<file path="config.mk">
export PLATFORM = sky130hd
export DESIGN_NAME = frame_out_streamer
export DESIGN_NICKNAME = d
export VERILOG_FILES = /design/src/rtl/img_edge_pkg.sv /design/src/rtl/frame_out_streamer_beat_fifo2.sv /design/src/rtl/frame_out_streamer.sv
export SDC_FILE = /design/constraint.sdc
export NUM_CORES = 1
export LEC_CHECK = 0
export CORE_AREA = 2 2 59 61
export CTS_CLUSTER_DIAMETER = 80
export DETAILED_ROUTE_END_ITERATION = 8
export DIE_AREA = 0 0 61 63
export PLACE_DENSITY = 0.82
export SYNTH_ARGS = -nofsm -noshare
export SYNTH_HDL_FRONTEND = slang
export SYNTH_SLANG_ARGS = --single-unit
</file>
<file path="constraint.sdc">
create_clock -name clk -period 4.6 [get_ports clk]
set_clock_uncertainty 0.05 [all_clocks]
set_input_delay 0.69 -clock clk [delete_from_list [all_inputs] [get_ports clk]]
set_output_delay 0.69 -clock clk [all_outputs]
set_load 0.01 [all_outputs]
</file>
<file path="src/rtl/img_edge_pkg.sv">
// Shared types and default geometry for the edge-detector readout path.
package img_edge_pkg;

    localparam int IMG_W_DEF = 5;
    localparam int IMG_H_DEF = 5;
    localparam int PXL_W_DEF = 8;

    typedef logic [PXL_W_DEF-1:0] pxl_t;

    // One output beat: pixel plus its frame position markers.
    typedef struct packed {
        pxl_t data;
        logic sof;
        logic eol;
        logic eof;
    } stream_beat_t;

    typedef enum logic [1:0] {
        ST_IDLE,
        ST_STREAM,
        ST_DRAIN
    } fos_state_e;

endpackage

</file>
<file path="src/rtl/frame_out_streamer_beat_fifo2.sv">
// Two-entry registered FIFO of stream beats; head entry is a register so it
// can drive the stream outputs directly. Push and pop may share a cycle.
module beat_fifo2
    import img_edge_pkg::*;
(
    input  logic         clk,
    input  logic         rst,
    input  logic         push,
    input  logic         pop,
    input  stream_beat_t din,
    output stream_beat_t head,
    output logic [1:0]   count,
    output logic         full,
    output logic         empty
);

    stream_beat_t tail;
    logic         do_pop;

    assign empty  = (count == 2'd0);
    assign full   = (count == 2'd2);
    assign do_pop = pop && !empty;

    // Shift-style storage: head always holds the oldest entry.
    always_ff @(posedge clk) begin
        if (rst) begin
            head  <= '0;
            tail  <= '0;
            count <= '0;
        end else begin
            case ({push, do_pop})
                2'b10: begin
                    if (empty) head <= din;
                    else       tail <= din;
                    count <= count + 2'd1;
                end
                2'b01: begin
                    head  <= tail;
                    count <= count - 2'd1;
                end
                2'b11: begin
                    // Count is unchanged; with one entry the new beat becomes head.
                    if (count == 2'd1) begin
                        head <= din;
                    end else begin
                        head <= tail;
                        tail <= din;
                    end
                end
                default: ;
            endcase
        end
    end

endmodule

</file>
<file path="src/rtl/frame_out_streamer.sv">
// Reads the processed frame out of the output frame buffer in raster order
// and streams it with valid/ready plus sof/eol/eof markers.
module frame_out_streamer
    import img_edge_pkg::*;
#(
    parameter int IMG_W = IMG_W_DEF,
    parameter int IMG_H = IMG_H_DEF,
    parameter int PXL_W = PXL_W_DEF,
    parameter int X_W   = $clog2(IMG_W),
    parameter int Y_W   = $clog2(IMG_H)
)(
    input  logic             clk,
    input  logic             rst,
    input  logic             start,
    output logic             busy,
    output logic             frame_done,
    output logic             frame_buf_out_rd_en,
    output logic [X_W-1:0]   frame_buf_out_rd_x,
    output logic [Y_W-1:0]   frame_buf_out_rd_y,
    input  logic [PXL_W-1:0] frame_buf_out_rd_data_pxl,
    output logic             m_valid,
    input  logic             m_ready,
    output logic [PXL_W-1:0] m_data,
    output logic             m_sof,
    output logic             m_eol,
    output logic             m_eof
);

    fos_state_e   state;
    logic [X_W-1:0] x;
    logic [Y_W-1:0] y;
    logic         inflight;
    logic         sof_q, eol_q, eof_q;
    logic         rd_en, pop, x_last, y_last;
    stream_beat_t wbeat, head;
    logic [1:0]   fifo_count;
    logic         fifo_full, fifo_empty;

    assign x_last = (x == X_W'(IMG_W - 1));
    assign y_last = (y == Y_W'(IMG_H - 1));

    assign m_valid = !fifo_empty;
    assign pop     = m_valid && m_ready;

    // Issue a read only if the FIFO can still hold it once every outstanding
    // read has landed; a same-cycle pop frees one slot.
    assign rd_en = (state == ST_STREAM) &&
                   (({1'b0, fifo_count} + {2'b00, inflight}) < (3'd2 + {2'b00, pop}));

    assign busy       = (state != ST_IDLE);
    assign frame_done = (state == ST_DRAIN) && pop && head.eof;

    assign frame_buf_out_rd_en = rd_en;
    assign frame_buf_out_rd_x  = x;
    assign frame_buf_out_rd_y  = y;

    assign m_data = head.data;
    assign m_sof  = head.sof;
    assign m_eol  = head.eol;
    assign m_eof  = head.eof;

    // Read-side FSM and raster counters.
    always_ff @(posedge clk) begin
        if (rst) begin
            state <= ST_IDLE;
            x     <= '0;
            y     <= '0;
        end else begin
            case (state)
                ST_IDLE: begin
                    if (start) begin
                        x     <= '0;
                        y     <= '0;
                        state <= ST_STREAM;
                    end
                end
                ST_STREAM: begin
                    if (rd_en) begin
                        if (x_last) begin
                            x <= '0;
                            if (y_last) begin
                                y     <= '0;
                                state <= ST_DRAIN;
                            end else begin
                                y <= y + Y_W'(1);
                            end
                        end else begin
                            x <= x + X_W'(1);
                        end
                    end
                end
                ST_DRAIN: begin
                    if (frame_done) state <= ST_IDLE;
                end
                default: state <= ST_IDLE;
            endcase
        end
    end

    // Position tags travel alongside the read so they line up with the data
    // that returns one cycle later.
    always_ff @(posedge clk) begin
        if (rst) begin
            inflight <= 1'b0;
            sof_q    <= 1'b0;
            eol_q    <= 1'b0;
            eof_q    <= 1'b0;
        end else begin
            inflight <= rd_en;
            if (rd_en) begin
                sof_q <= (x == '0) && (y == '0);
                eol_q <= x_last;
                eof_q <= x_last && y_last;
            end
        end
    end

    // Returning read data joined with its tags forms the FIFO write beat.
    always_comb begin
        wbeat      = '0;
        wbeat.data = frame_buf_out_rd_data_pxl;
        wbeat.sof  = sof_q;
        wbeat.eol  = eol_q;
        wbeat.eof  = eof_q;
    end

    beat_fifo2 u_fifo (
        .clk   (clk),
        .rst   (rst),
        .push  (inflight),
        .pop   (pop),
        .din   (wbeat),
        .head  (head),
        .count (fifo_count),
        .full  (fifo_full),
        .empty (fifo_empty)
    );

    // Read throttling guarantees a landing slot for every in-flight read.
    a_no_overflow : assert property (@(posedge clk) disable iff (rst)
        !(inflight && fifo_full && !pop));

endmodule

</file>
==> results.cfg <==
[outcome]
status = complete, no violations

[clocking]
postCtsHoldBufs = 0
ctsResizeCount = 0
cts-buffers-inserted = 5
cts.sinks = 36
cts_tree = yes
post-cts-setup-buffers = 0
clock_latency_ps = 350
htree_num_levels = 2
cts_buffer_depth = 2
clkTransAtPathRegs_ps = 110
cts_root_buf = clkbuf_4

[timing]
min_period_ps = 3440
tightest_slew_ps = 843
setup_slack_ps = 1160
hold_violations = 0
grt_setup_unrepaired = no
fmax_mhz = 291
tns_ps = 0
slew_headroom_pct = 43.8
finalSetupViolCount = 0
slew_viol_final = 0
period_share_pct = 74.7

[worst_setup_path]
start_kind = input port
cp.arrival_ps = 2700
crit_required_ps = 3860
crit_type = in -> out
cp_max_fo = 4
setup.worst_path.end_class = output port

[die]
fp.dieW_um = 61
pin_count = 33
start_util_pct = 52.8
die_y_um = 63
rows = 21
core_area_sq_um = 3230
die_area_sq_um = 3840

[drt]
firstDrtPassIters = 8
routed_wl_um = 3620
ant_nets = 0
post_drt_via_cell_ratio = 5.59
drc = 0
num_vias = 1509
post_drt_wl_per_cell_um = 13.4
drt-initial-drc-count = 132

[synthesis]
ys.warnings.count = 0
synth-xor-area-share_pct = 1.03
syn_inst = 194
synth_area_sq_um = 1710
ys_seq_area_share_pct = 42.3
synth_top_family_by_area = simple AND/OR/NAND/NOR gates
synth_nets = 217
ys_ff_latch = 36
synthMuxAreaShare_pct = 7.04
postSynthAreaPerCell_sq_um = 8.79
synth_compound_area_share_pct = 15.9
ys_types = 31
yosys.area_share.adder_pct = 8.07
synth-simple-area-share_pct = 20.0

[grt]
grt_pass1_wl_um = 6130
grt_pass1_vias = 1368
gr-total-overflow = 0
antenna_found_initial = 0
grt_max_degree = 36
track_usage_pct = 20.8

[cells_and_area]
finish.utilization_pct = 65.4
syn2layout_area_growth_pct = 23.9
final_common_cell = dfxtp_1
final_cell_mix = dfxtp_1, clkdlybuf4s50_1, nor2_1
n_antenna_cell = 0
drive_above_1_share_pct = 5.36
layout.nets = 246

[place]
dp_hpwl_um = 2400
place_congestion = 0.765
io_buffers = 32
dp_slack_ps = 1210

[power_and_ir_drop]
p_leak_uw = 0.000849
power_density_nw_per_um2 = 488
irDropWorstVdd_uv = 210

[worst_hold_path]
hold_path.class = reg -> reg

[run]
drv_cap = 0
[cells in the mapped netlist]
| cell type | instances | area (sq um) |
|---|---|---|
| o211ai_1 | 1 | 7.51 |
| nand4b_1 | 1 | 8.76 |
| a21boi_1 | 1 | 7.51 |
| nor3b_1 | 3 | 22.5 |
| a311oi_1 | 1 | 8.76 |
| nand2b_1 | 3 | 18.8 |
| a2111o_1 | 1 | 11.3 |
| nor2b_1 | 2 | 12.5 |
| a21oi_1 | 5 | 25.0 |
| dfxtp_1 | 36 | 721 |
| a21o_2 | 1 | 8.76 |
| o21ai_0 | 7 | 35.0 |
| clkbuf_1 | 10 | 37.5 |
| or2_2 | 2 | 12.5 |
| nand4_1 | 3 | 18.8 |
| a222oi_1 | 11 | 110 |
| buf_2 | 2 | 10.0 |
| xor2_1 | 2 | 17.5 |
| nor3_1 | 15 | 75.1 |
| or3b_1 | 1 | 8.76 |
| nand2_1 | 11 | 41.3 |
| ha_1 | 11 | 138 |
| o2bb2ai_1 | 1 | 8.76 |
| a211oi_1 | 2 | 15.0 |
| a31oi_1 | 3 | 18.8 |
| nor2_1 | 26 | 97.6 |
| o22ai_1 | 1 | 6.26 |
| o32ai_1 | 1 | 8.76 |
| inv_1 | 13 | 48.8 |
| mux2i_1 | 12 | 120 |
| nand3_1 | 5 | 25.0 |
[routing by layer]
layer	track usage (%)	vias up	share of wire, %
li1	-	757	-
met1	29.2	696	50
met2	30.1	50	43
met3	5.80	6	5.9
met4	7.61	0	1.4
met5	0	-	0
[report_power, final]
part	internal [uW]	total (uW)	switching, uW
registers	372	410	37.7
logic	211	439	228
clock network	74.8	183	108
total	658	1030	374
[kinds of logic after synthesis]
family                   Yosys count
flip-flops                        36
buffers and inverters             25
adder cells (fa/ha/maj)           11
multiplexers                      12
AO/OA/AOI/OAI                     36
XOR/XNOR                           2
AND/OR/NAND/NOR                   72
[cell type report]
class                   count  area, sq um
fillers                   278         1120
multi-input cells         133          888
flip-flops and latches     36          721
repair buffers             34          335
well taps                  46         57.6
clock buffers               7         55.1
inverters                  13         48.8
clock inverters             1         7.51
[sequential cells by signal, indices dropped and copies added (netlist names)]
name and flops:
state 2, inflight 1, eof_q 1, frame_buf_out_rd_y 3
eol_q 1, u_fifo.head 11, u_fifo.tail 11, sof_q 1
u_fifo.count 2, frame_buf_out_rd_x 3
[stage by stage]
step	cells	hold WS [ps]	area (sq um)	power, uW
finish	270	449	2110	1030
global route	270	472	2110	1110
CTS	270	455	2110	1040
detailed placement	262	438	2050	854
global placement	262	425	2050	849
floorplan	194	411	1710	697
[worst paths after layout]
kind / from / to / slack, ps / cells past startpoint
worst max-delay path: m_ready / frame_buf_out_rd_en / 1160 / 4
worst min-delay path: u_fifo.head[7] / u_fifo.head[7] / 450 / 2
worst max register to register: u_fifo.count[1] / u_fifo.head[1] / 1790 / 9
worst min register to register: u_fifo.head[7] / u_fifo.head[7] / 450 / 2
[worst max-delay path: stages]
cell	delay [ps]
clkdlybuf4s50_1	480
or3b_1	420
a211oi_1	480
clkdlybuf4s50_1	630
Note: power is estimated with default switching activity, not from simulation.
==> variant: new RTL, same flow settings <==
The package constant `PXL_W_DEF` goes from 8 to 6.
--- a/src/rtl/img_edge_pkg.sv
+++ b/src/rtl/img_edge_pkg.sv
@@ -3,7 +3,7 @@
 
     localparam int IMG_W_DEF = 5;
     localparam int IMG_H_DEF = 5;
-    localparam int PXL_W_DEF = 8;
+    localparam int PXL_W_DEF = 6;
 
     typedef logic [PXL_W_DEF-1:0] pxl_t;
 
Interface: changed (resized frame_buf_out_rd_data_pxl and m_data); port bits go from 33 to 29. The function was not compared with the original's and may differ.
==> variant against the original RTL <==
Sequential power is 11% lower. Maximum frequency is 0.35% higher. Wire length is 9.4% lower. Sequential cell count is 4 lower. Setup slack better by 12 ps. Final area is 7.0% lower. Total power is 8.3% lower. Synthesized cell count is 9.8% lower. Synthesized area is 7.0% lower. Critical path type unchanged.
==> variant: results <==
{
  "status": "finished, final reports clean",
  "hold-worst-slack_ps": 450,
  "swShare_pct": 35.2,
  "vias": 1367,
  "drive_gt1_share_pct": 7.92,
  "seq_share_pct": 32.6,
  "drtIter0Drc": 125,
  "io_buffers": 28,
  "path_clk_slew_ps": 90,
  "synth_mux_area_share_pct": 6.31,
  "grt_pass1_wl_mm": 5.42,
  "grt.total_usage_pct": 18.7,
  "syn_nets": 196,
  "dr_wl_met3_um": 179,
  "grt_pass1_vias": 1219,
  "routed_wirelength_mm": 3.28,
  "multi_input_area_share_pct": 44.2,
  "synthTopCellsByArea": "dfxtp_1 (40%), ha_1 (8.7%), mux2i_1 (6.3%)",
  "cp_max_fo": 7,
  "met1Wirelength_mm": 1.46,
  "clock_latency_ps": 320,
  "synth-compound-area-share_pct": 15.9,
  "reg_top3": "u_fifo.head x9, u_fifo.tail x9",
  "route.met2.wl_mm": 1.59,
  "fmax_ghz": 0.292,
  "inv_count": 10,
  "final-clk-cell-share_pct": 3.31,
  "comb.multi_input.count": 123,
  "dpl.cell_count": 241,
  "tightest_slew_ps": 730,
  "n_fill_cell": 272,
  "nonClkBufAreaFrac_pct": 15.0,
  "synth_common_cells": "dfxtp_1 (32), nor2_1 (24), ha_1 (11), nor3_1 (11)",
  "grt_max_degree": 34,
  "fin_nets": 223,
  "synth_xor_area_share_pct": 1.10
}
## variant: changes by cell type in the layout (fill, tap and decap cells not counted), sizes merged, moves of 3 or more
cell	delta
inv	-3
nand3	-5
nor2b	+4
a211oi	+3
nor3	-4
o21ai	-5
dfxtp	-4
clkdlybuf4s50	-4
## variant: worst paths after layout
path | from | endpoint | cells after the start
setup / recovery | m_ready | frame_buf_out_rd_en | 4
hold reg to reg | u_fifo.head[8] | u_fifo.head[8] | 2
setup reg to reg | u_fifo.count[0] | u_fifo.tail[3] | 10
hold / removal | u_fifo.head[8] | u_fifo.head[8] | 2
## variant: critical path: cells and delay by family
family,cells,cell delay [ps]
buffers and inverters,2,1110
AOI/OAI and AO/OA,1,470
and+or+nand+nor,1,410
## variant: routing by layer
layer / global-route usage, % / vias up
li1: - / 679
met1: 24.1 / 651
met2: 28.2 / 33
met3: 4.35 / 4
met4: 10.1 / 0
met5: 0 / -
